File: config.mk
export PLATFORM = sky130hd
export DESIGN_NAME = mips_multicycle_ctrl
export DESIGN_NICKNAME = d
export VERILOG_FILES = /design/src/rtl/mips_multicycle_ctrl.sv
export SDC_FILE = /design/constraint.sdc
export NUM_CORES = 1
export LEC_CHECK = 0
export CAP_MARGIN = 20
export CORE_MARGIN = 10
export CORE_UTILIZATION = 37
export CTS_BUF_LIST = sky130_fd_sc_hd__clkbuf_4
export DETAILED_ROUTE_END_ITERATION = 7
export GPL_ROUTABILITY_DRIVEN = 0
export PLACE_DENSITY = 0.83
export SETUP_SLACK_MARGIN = 0.3
export SYNTH_ARGS = -nofsm -noshare
export SYNTH_HDL_FRONTEND = slang
export SYNTH_SLANG_ARGS = --single-unit
File: constraint.sdc
create_clock -name clk -period 2.7 [get_ports clk]
set_clock_uncertainty 0.15 [all_clocks]
set_input_delay 0.81 -clock clk [delete_from_list [all_inputs] [get_ports clk]]
set_output_delay 0.81 -clock clk [all_outputs]
set_load 0.01 [all_outputs]
File: src/rtl/mips_multicycle_ctrl.sv
// Main control FSM for a multicycle MIPS datapath: add/sub/and/or/slt, lw, sw, beq, addi, j.
// Define MIPS_CTRL_PERF_EN to add the instr_count / cycle_count performance counters.
module mips_multicycle_ctrl #(
    parameter int MEM_TIMEOUT = 0,
    parameter int TMO_W       = 8
) (
    input  logic        clk,
    input  logic        reset,
    input  logic [5:0]  op,
    input  logic [5:0]  funct,
    input  logic        zero,
    input  logic        mem_ready,
    output logic        mem_req,
    output logic        memwrite,
    output logic        iord,
    output logic        irwrite,
    output logic        pc_en,
    output logic [1:0]  pcsrc,
    output logic        alusrca,
    output logic [1:0]  alusrcb,
    output logic [3:0]  aluControl,
    output logic        regdst,
    output logic        memtoReg,
    output logic        regWrite,
    output logic        illegal_op,
    output logic        mem_err
`ifdef MIPS_CTRL_PERF_EN
    ,
    output logic [31:0] instr_count,
    output logic [31:0] cycle_count
`endif
);

    typedef enum logic [3:0] {
        S_FETCH, S_DECODE, S_MEMADR, S_MEMRD, S_MEMWB, S_MEMWR,
        S_EXEC, S_ALUWB, S_BRANCH, S_ADDIEX, S_ADDIWB, S_JUMP
    } state_e;

    localparam logic [3:0] ALU_AND = 4'b0000;
    localparam logic [3:0] ALU_OR  = 4'b0001;
    localparam logic [3:0] ALU_ADD = 4'b0010;
    localparam logic [3:0] ALU_SUB = 4'b0110;
    localparam logic [3:0] ALU_SLT = 4'b0111;

    localparam logic             TMO_EN   = (MEM_TIMEOUT != 0);
    localparam logic [TMO_W-1:0] TMO_LAST = (MEM_TIMEOUT != 0) ? TMO_W'(MEM_TIMEOUT - 1) : '0;

    state_e           state_q, state_d;
    logic [TMO_W-1:0] cnt_q, cnt_d;
    logic             abort_q, abort_d;
    state_e           dec_state;
    logic             dec_ill;
    logic [3:0]       rtype_alu;
    logic             wait_st;
    logic             timeout;

    always_comb begin
        dec_state = S_FETCH;
        dec_ill   = 1'b0;
        case (op)
            6'h00: begin
                if (funct inside {6'h20, 6'h22, 6'h24, 6'h25, 6'h2A}) dec_state = S_EXEC;
                else dec_ill = 1'b1;
            end
            6'h23, 6'h2B: dec_state = S_MEMADR;
            6'h04:        dec_state = S_BRANCH;
            6'h08:        dec_state = S_ADDIEX;
            6'h02:        dec_state = S_JUMP;
            default:      dec_ill   = 1'b1;
        endcase
    end

    always_comb begin
        case (funct)
            6'h22:   rtype_alu = ALU_SUB;
            6'h24:   rtype_alu = ALU_AND;
            6'h25:   rtype_alu = ALU_OR;
            6'h2A:   rtype_alu = ALU_SLT;
            default: rtype_alu = ALU_ADD;
        endcase
    end

    // abort_q marks the one idle FETCH cycle after a timeout, where the request is dropped
    assign wait_st = !abort_q && (state_q == S_FETCH || state_q == S_MEMRD || state_q == S_MEMWR);
    assign timeout = TMO_EN && wait_st && !mem_ready && (cnt_q == TMO_LAST);

    always_comb begin
        state_d = state_q;
        cnt_d   = cnt_q;
        abort_d = 1'b0;
        if (wait_st && !mem_ready) begin
            if (timeout) begin
                state_d = S_FETCH;
                cnt_d   = '0;
                abort_d = 1'b1;
            end else begin
                cnt_d = cnt_q + 1'b1;
            end
        end else begin
            cnt_d = '0;
            case (state_q)
                S_FETCH:  if (!abort_q) state_d = S_DECODE;
                S_DECODE: state_d = dec_state;
                S_MEMADR: state_d = (op == 6'h23) ? S_MEMRD : S_MEMWR;
                S_MEMRD:  state_d = S_MEMWB;
                S_EXEC:   state_d = S_ALUWB;
                S_ADDIEX: state_d = S_ADDIWB;
                default:  state_d = S_FETCH;
            endcase
        end
    end

    always_comb begin
        mem_req    = 1'b0;
        memwrite   = 1'b0;
        iord       = 1'b0;
        irwrite    = 1'b0;
        pc_en      = 1'b0;
        pcsrc      = 2'b00;
        alusrca    = 1'b0;
        alusrcb    = 2'b00;
        aluControl = ALU_AND;
        regdst     = 1'b0;
        memtoReg   = 1'b0;
        regWrite   = 1'b0;
        illegal_op = 1'b0;
        mem_err    = 1'b0;
        if (reset) begin
            mem_err = timeout;
            case (state_q)
                S_FETCH: begin
                    if (!abort_q) begin
                        mem_req    = 1'b1;
                        alusrcb    = 2'b01;
                        aluControl = ALU_ADD;
                        irwrite    = mem_ready;
                        pc_en      = mem_ready;
                    end
                end
                S_DECODE: begin
                    alusrcb    = 2'b11;
                    aluControl = ALU_ADD;
                    illegal_op = dec_ill;
                end
                S_MEMADR, S_ADDIEX: begin
                    alusrca    = 1'b1;
                    alusrcb    = 2'b10;
                    aluControl = ALU_ADD;
                end
                S_MEMRD: begin
                    mem_req = 1'b1;
                    iord    = 1'b1;
                end
                S_MEMWB: begin
                    memtoReg = 1'b1;
                    regWrite = 1'b1;
                end
                S_MEMWR: begin
                    mem_req  = 1'b1;
                    memwrite = 1'b1;
                    iord     = 1'b1;
                end
                S_EXEC: begin
                    alusrca    = 1'b1;
                    aluControl = rtype_alu;
                end
                S_ALUWB: begin
                    regdst   = 1'b1;
                    regWrite = 1'b1;
                end
                S_BRANCH: begin
                    alusrca    = 1'b1;
                    aluControl = ALU_SUB;
                    pcsrc      = 2'b01;
                    pc_en      = zero;
                end
                S_ADDIWB: regWrite = 1'b1;
                S_JUMP: begin
                    pcsrc = 2'b10;
                    pc_en = 1'b1;
                end
                default: ;
            endcase
        end
    end

`ifdef MIPS_CTRL_PERF_EN
    logic [31:0] instr_q, cycle_q;
    logic        retire;

    // Any entry into FETCH except from DECODE (illegal op) or a timeout completes an instruction
    assign retire = (state_q != S_FETCH) && (state_q != S_DECODE) && (state_d == S_FETCH) && !timeout;
    assign instr_count = instr_q;
    assign cycle_count = cycle_q;
`endif

    always_ff @(posedge clk) begin
        if (!reset) begin
            state_q <= S_FETCH;
            cnt_q   <= '0;
            abort_q <= 1'b0;
`ifdef MIPS_CTRL_PERF_EN
            instr_q <= '0;
            cycle_q <= '0;
`endif
        end else begin
            state_q <= state_d;
            cnt_q   <= cnt_d;
            abort_q <= abort_d;
`ifdef MIPS_CTRL_PERF_EN
            cycle_q <= cycle_q + 32'd1;
            if (retire) instr_q <= instr_q + 32'd1;
`endif
        end
    end

endmodule

Word level (Yosys, flattened, before mapping):

Index checks and enable logic that the tools add are counted.

* flip-flop bits (word level): 4
* input port bits: 16
* output and inout port bits: 19
* logic and storage cells: 70

* equality and inequality tests: 21
* mux-type cells: 33
* reduce and logical (&&, ||, !) cells: 15

Operators by type and width (count)
* $eq A6 B6 Y1 const B: 7
* $pmux W4 S6: 1
* $mux W1: 20
* $pmux W4 S5: 1
* $eq A4 B3 Y1 const B: 4
* $eq A4 B4 Y1 const B: 4
* $pmux W3 S4: 1
* $pmux W4 S3: 1
* $eq A4 B2 Y1 const B: 2
* $reduce_or A4 Y1: 2
* $eq A6 B2 Y1 const B: 1
* $eq A6 B3 Y1 const B: 1
* $eq A6 B4 Y1 const B: 1
* $logic_not A6 Y1: 1
* $mux W3: 2
* $pmux W2 S3: 1
* $reduce_or A2 Y1: 3
* $reduce_or A3 Y1: 2
* $reduce_bool A5 Y1: 1
* $reduce_or A5 Y1: 1
* $eq A4 B1 Y1 const B: 1
* $logic_not A4 Y1: 1
* $mux W2: 2
* $mux W4: 1
* 6 further kinds: 7

Longest topological paths before layout:

* depth after elaboration: 6
* depth in mapped cells: 5
* depth with buffers taken out: 4

Worst setup path after synthesis:

Ideal clock, no wire load.

* path kind: input port to output port
* start point: input op[1]
* end point: output illegal_op
* data arrival time: 1.951 ns
* required time: 1.740 ns
* setup slack: -0.211 ns
* stages on the path: 4
* cells stage by stage: clkbuf_1 maj3_1 o32a_1 o311a_1

* cells in the longest elaborated chain, start to end: 5
* elaborated cells on any way between the ends: 10
* those cells by class: 5 x eq/ne; 3 x mux; 2 x reduce/logical

RTL lines
* start: declaration: RTL line 9 `input logic [5:0] op,`
* $eq A6 B6 Y1, or another cell as far along: RTL line 60 `case (op)`
* $reduce_or A5 Y1 (no line)
* $pmux W1 S2 (*): RTL line 60
* $mux W1 (*): RTL line 130 `case (state_q)`
* $mux W1 (*): RTL line 128 `if (reset) begin`
* end: declaration: RTL line 25 `output logic illegal_op,`

Every way passes the cells marked *; elsewhere a longest branch is shown, timed or not.

Final worst setup path:

* start point: input op[2]
* end point: output illegal_op

The elaborated chain is that of the path after synthesis.

==> reports/metrics.yaml <==
routing:
  drc: 0
  vias: 1273
  drtPass1Iterations: 6
  ant_nets: 0
  totalWireLength_mm: 4.724
  routedWlPerCell_um: 22.71
  viasPerCell: 6.120
  drt_iter0_markers: 60
job:
  maxCapViolations: 0
timing:
  setup_viol_count_final: 3
  setup_slack_ns: -0.4156
  slew_violations: 0
  fin_worst_hold_slack_ns: 0.6234
  rsz0062_at_grt: "yes"
  fin_crit_ns: 3.116
  setup_tns_ns: -0.8453
  fmax_mhz: 321.0
  fin_crit_sh_pct: 115.4
  hold_viol: 0
floorplanning:
  io_pins: 35
  die_w_um: 63.60
  start_util_pct: 39.86
  coreArea_mm2: 0.001764
  dieArea_mm2: 0.004044
  num_rows: 15
  die_y_um: 63.60
status:
  violations: "setup timing"
  status: "finished with violations"
clock_tree:
  htreeDepth: 1
  clk-insertion-delay-late_ns: 0.26
  hold_buffers: 0
  cts_buffer_depth: 2
  clock_sinks: 4
  cts_root_buf: "clkbuf_4"
  cts_inserted_buffers: 3
  clkTransAtPathRegs_ns: 0.06
  cts_tree: "done"
final_layout:
  fin_util_pct: 91.49
  final.fill_count: 74
  regMostFlops: "state_q"
  area_growth_pct: 129.5
  final_cells: 208
  top_regs: "state_q: 4 flops"
  drive_above_1_share_pct: 65.38
  largest_reg_flops: 4
  fin_nets: 200
global_routing:
  antenna_found_initial: 1
  grtUsageTotal_pct: 18.37
  grt.met1_usage_pct: 18.83
  gr-usage-met2_pct: 31.03
  grt_max_degree: 12
  globalRouteOverflowTotal: 0
  grt_pass1_wl_mm: 6.106
  grt-busiest-layer: "met2"
  grt_use_met3_pct: 6.007
  grt_pass1_vias: 1183
pwr:
  power_density_mw_per_mm2: 194.1
  power_mw: 0.3133
  cellLeakagePower_nw: 0.7276
  ir_worst_vdd_mv: 0.1991
synthesis:
  syn_inst: 109
  avgSynthCellArea_um2: 6.451
  netlist_area_um2: 703.2
  yosysSeqAreaShare_pct: 11.39
  synthFlopType: "dfxtp_1"
  synth.distinct_cells: 40
  ys_ff_latch: 4
  synth-async-reset-ratio_pct: 0
  synth_edf_count: 0
  yosys_warnings: 0
setup_path:
  startpoint_type: "primary input"
  worstSetupPathType: "primary input to output pin"
  endpoint_kind: "output pin"
  cp.arrival_ns: 2.16
  crit_fanout: 4
  required_ns: 1.74
placement:
  dp_cells: 185
  numPortBuffers: 32
  dp_hpwl_mm: 2.369
worst_hold_path:
  min_path_type: "flop to flop"
[where the power goes]
part | switching, mW | internal (mW)
clock network | 0.0413 | 0.0509
registers | 0.00339 | 0.0591
logic | 0.0733 | 0.0854
[Yosys cell counts, types with 2 or more instances]
master	instances	share of area (%)
nand2b_1	6	5.3
dfxtp_1	4	11
or3_4	2	3.2
and3_1	3	2.7
nor2_1	11	5.9
a21oi_1	4	2.8
nor3b_1	3	3.2
buf_4	2	2.1
nor2b_1	9	8.0
a31oi_1	2	1.8
xor2_1	2	2.5
o211ai_1	2	2.1
mux2i_1	2	2.8
inv_1	2	1.1
o21ai_0	5	3.6
clkbuf_1	9	4.8
a22oi_1	2	2.1
nand3_1	4	2.8
nor3_1	6	4.3
nand2_1	9	4.8
[through the flow]
| stage | worst slack [ns] | cell area [µm²] |
|---|---|---|
| finish | -0.4156 | 1614 |
| global route | -0.4656 | 1614 |
| CTS | -0.3918 | 1438 |
| detailed placement | -1.126 | 1256 |
| global placement | -1.100 | 1256 |
| floorplan | -0.1661 | 738.2 |
[logic make-up (layout without fill, tap and decap cells)]
| family | Yosys count | count (layout) | share of synthesized area (%) |
|---|---|---|---|
| simple gates | 59 | 59 | 45.91 |
| compound gates | 25 | 25 | 24.56 |
| buf+inv | 13 | 85 | 8.007 |
| xor+xnor | 3 | 3 | 3.737 |
| flops | 4 | 4 | 11.39 |
| fa+ha+maj | 1 | 1 | 1.424 |
| other cells | 1 | 3 | 0.5333 |
| mux | 3 | 3 | 4.448 |
[critical path, cell delays in order]
cell	delay (ns)
clkdlybuf4s15_2	0.22
maj3_2	0.31
o32a_1	0.35
o311a_1	0.32
buf_2	0.14
[per-layer routing]
metal | part of all wire (%) | vias up
met3 | 9.1 | 32
met4 | 6.6 | 0
met1 | 37 | 606
li1 | - | 538
met5 | 0 | -
met2 | 47 | 97
[layout make-up]
type | count | area (µm²) | share of cell area [%]
inverter | 2 | 7.507 | 0.4651
clock buffer | 3 | 22.52 | 1.395
sequential | 4 | 88.84 | 5.504
tap | 25 | 31.28 | 1.938
multi-input combinational | 93 | 765.7 | 47.44
antenna | 1 | 2.502 | 0.1550
timing repair buffer | 80 | 695.7 | 43.10
[path summary, 6_finish.rpt]
path	start	endpoint	slack (ns)	depth (start not counted)
worst min-delay path	state_q[0]$_SDFFE_PN0N_	state_q[1]$_SDFFE_PN0N_	0.62	3
worst min register to register	state_q[0]$_SDFFE_PN0N_	state_q[1]$_SDFFE_PN0N_	0.62	3
worst max-delay path	op[2]	illegal_op	-0.42	5
worst max register to register	state_q[0]$_SDFFE_PN0N_	state_q[0]$_SDFFE_PN0N_	1.03	5
[timing repair]
action / CTS / global route
hold endpoints to repair: 0 / 0
endpoints found under the setup margin: 19 / 19
buffers inserted: 15 / 4
resized for setup: 165 / 39
pin swaps: 25 / 10
[cells in the final DEF (no fill, tap or decap), drive strengths merged, types with 2 or more instances in the layout]
cell / n
mux2i: 2
o21ai: 5
a22oi: 2
conb: 2
a21oi: 4
nor3b: 3
xor2: 2
nor2: 11
dfxtp: 4
nor2b: 9
nor3: 6
inv: 2
o211ai: 2
nand3: 4
nand2b: 6
or3: 2
a31oi: 2
clkbuf: 6
nand2: 9
buf: 76
and3: 3
Power figures use the tool's default switching activity.
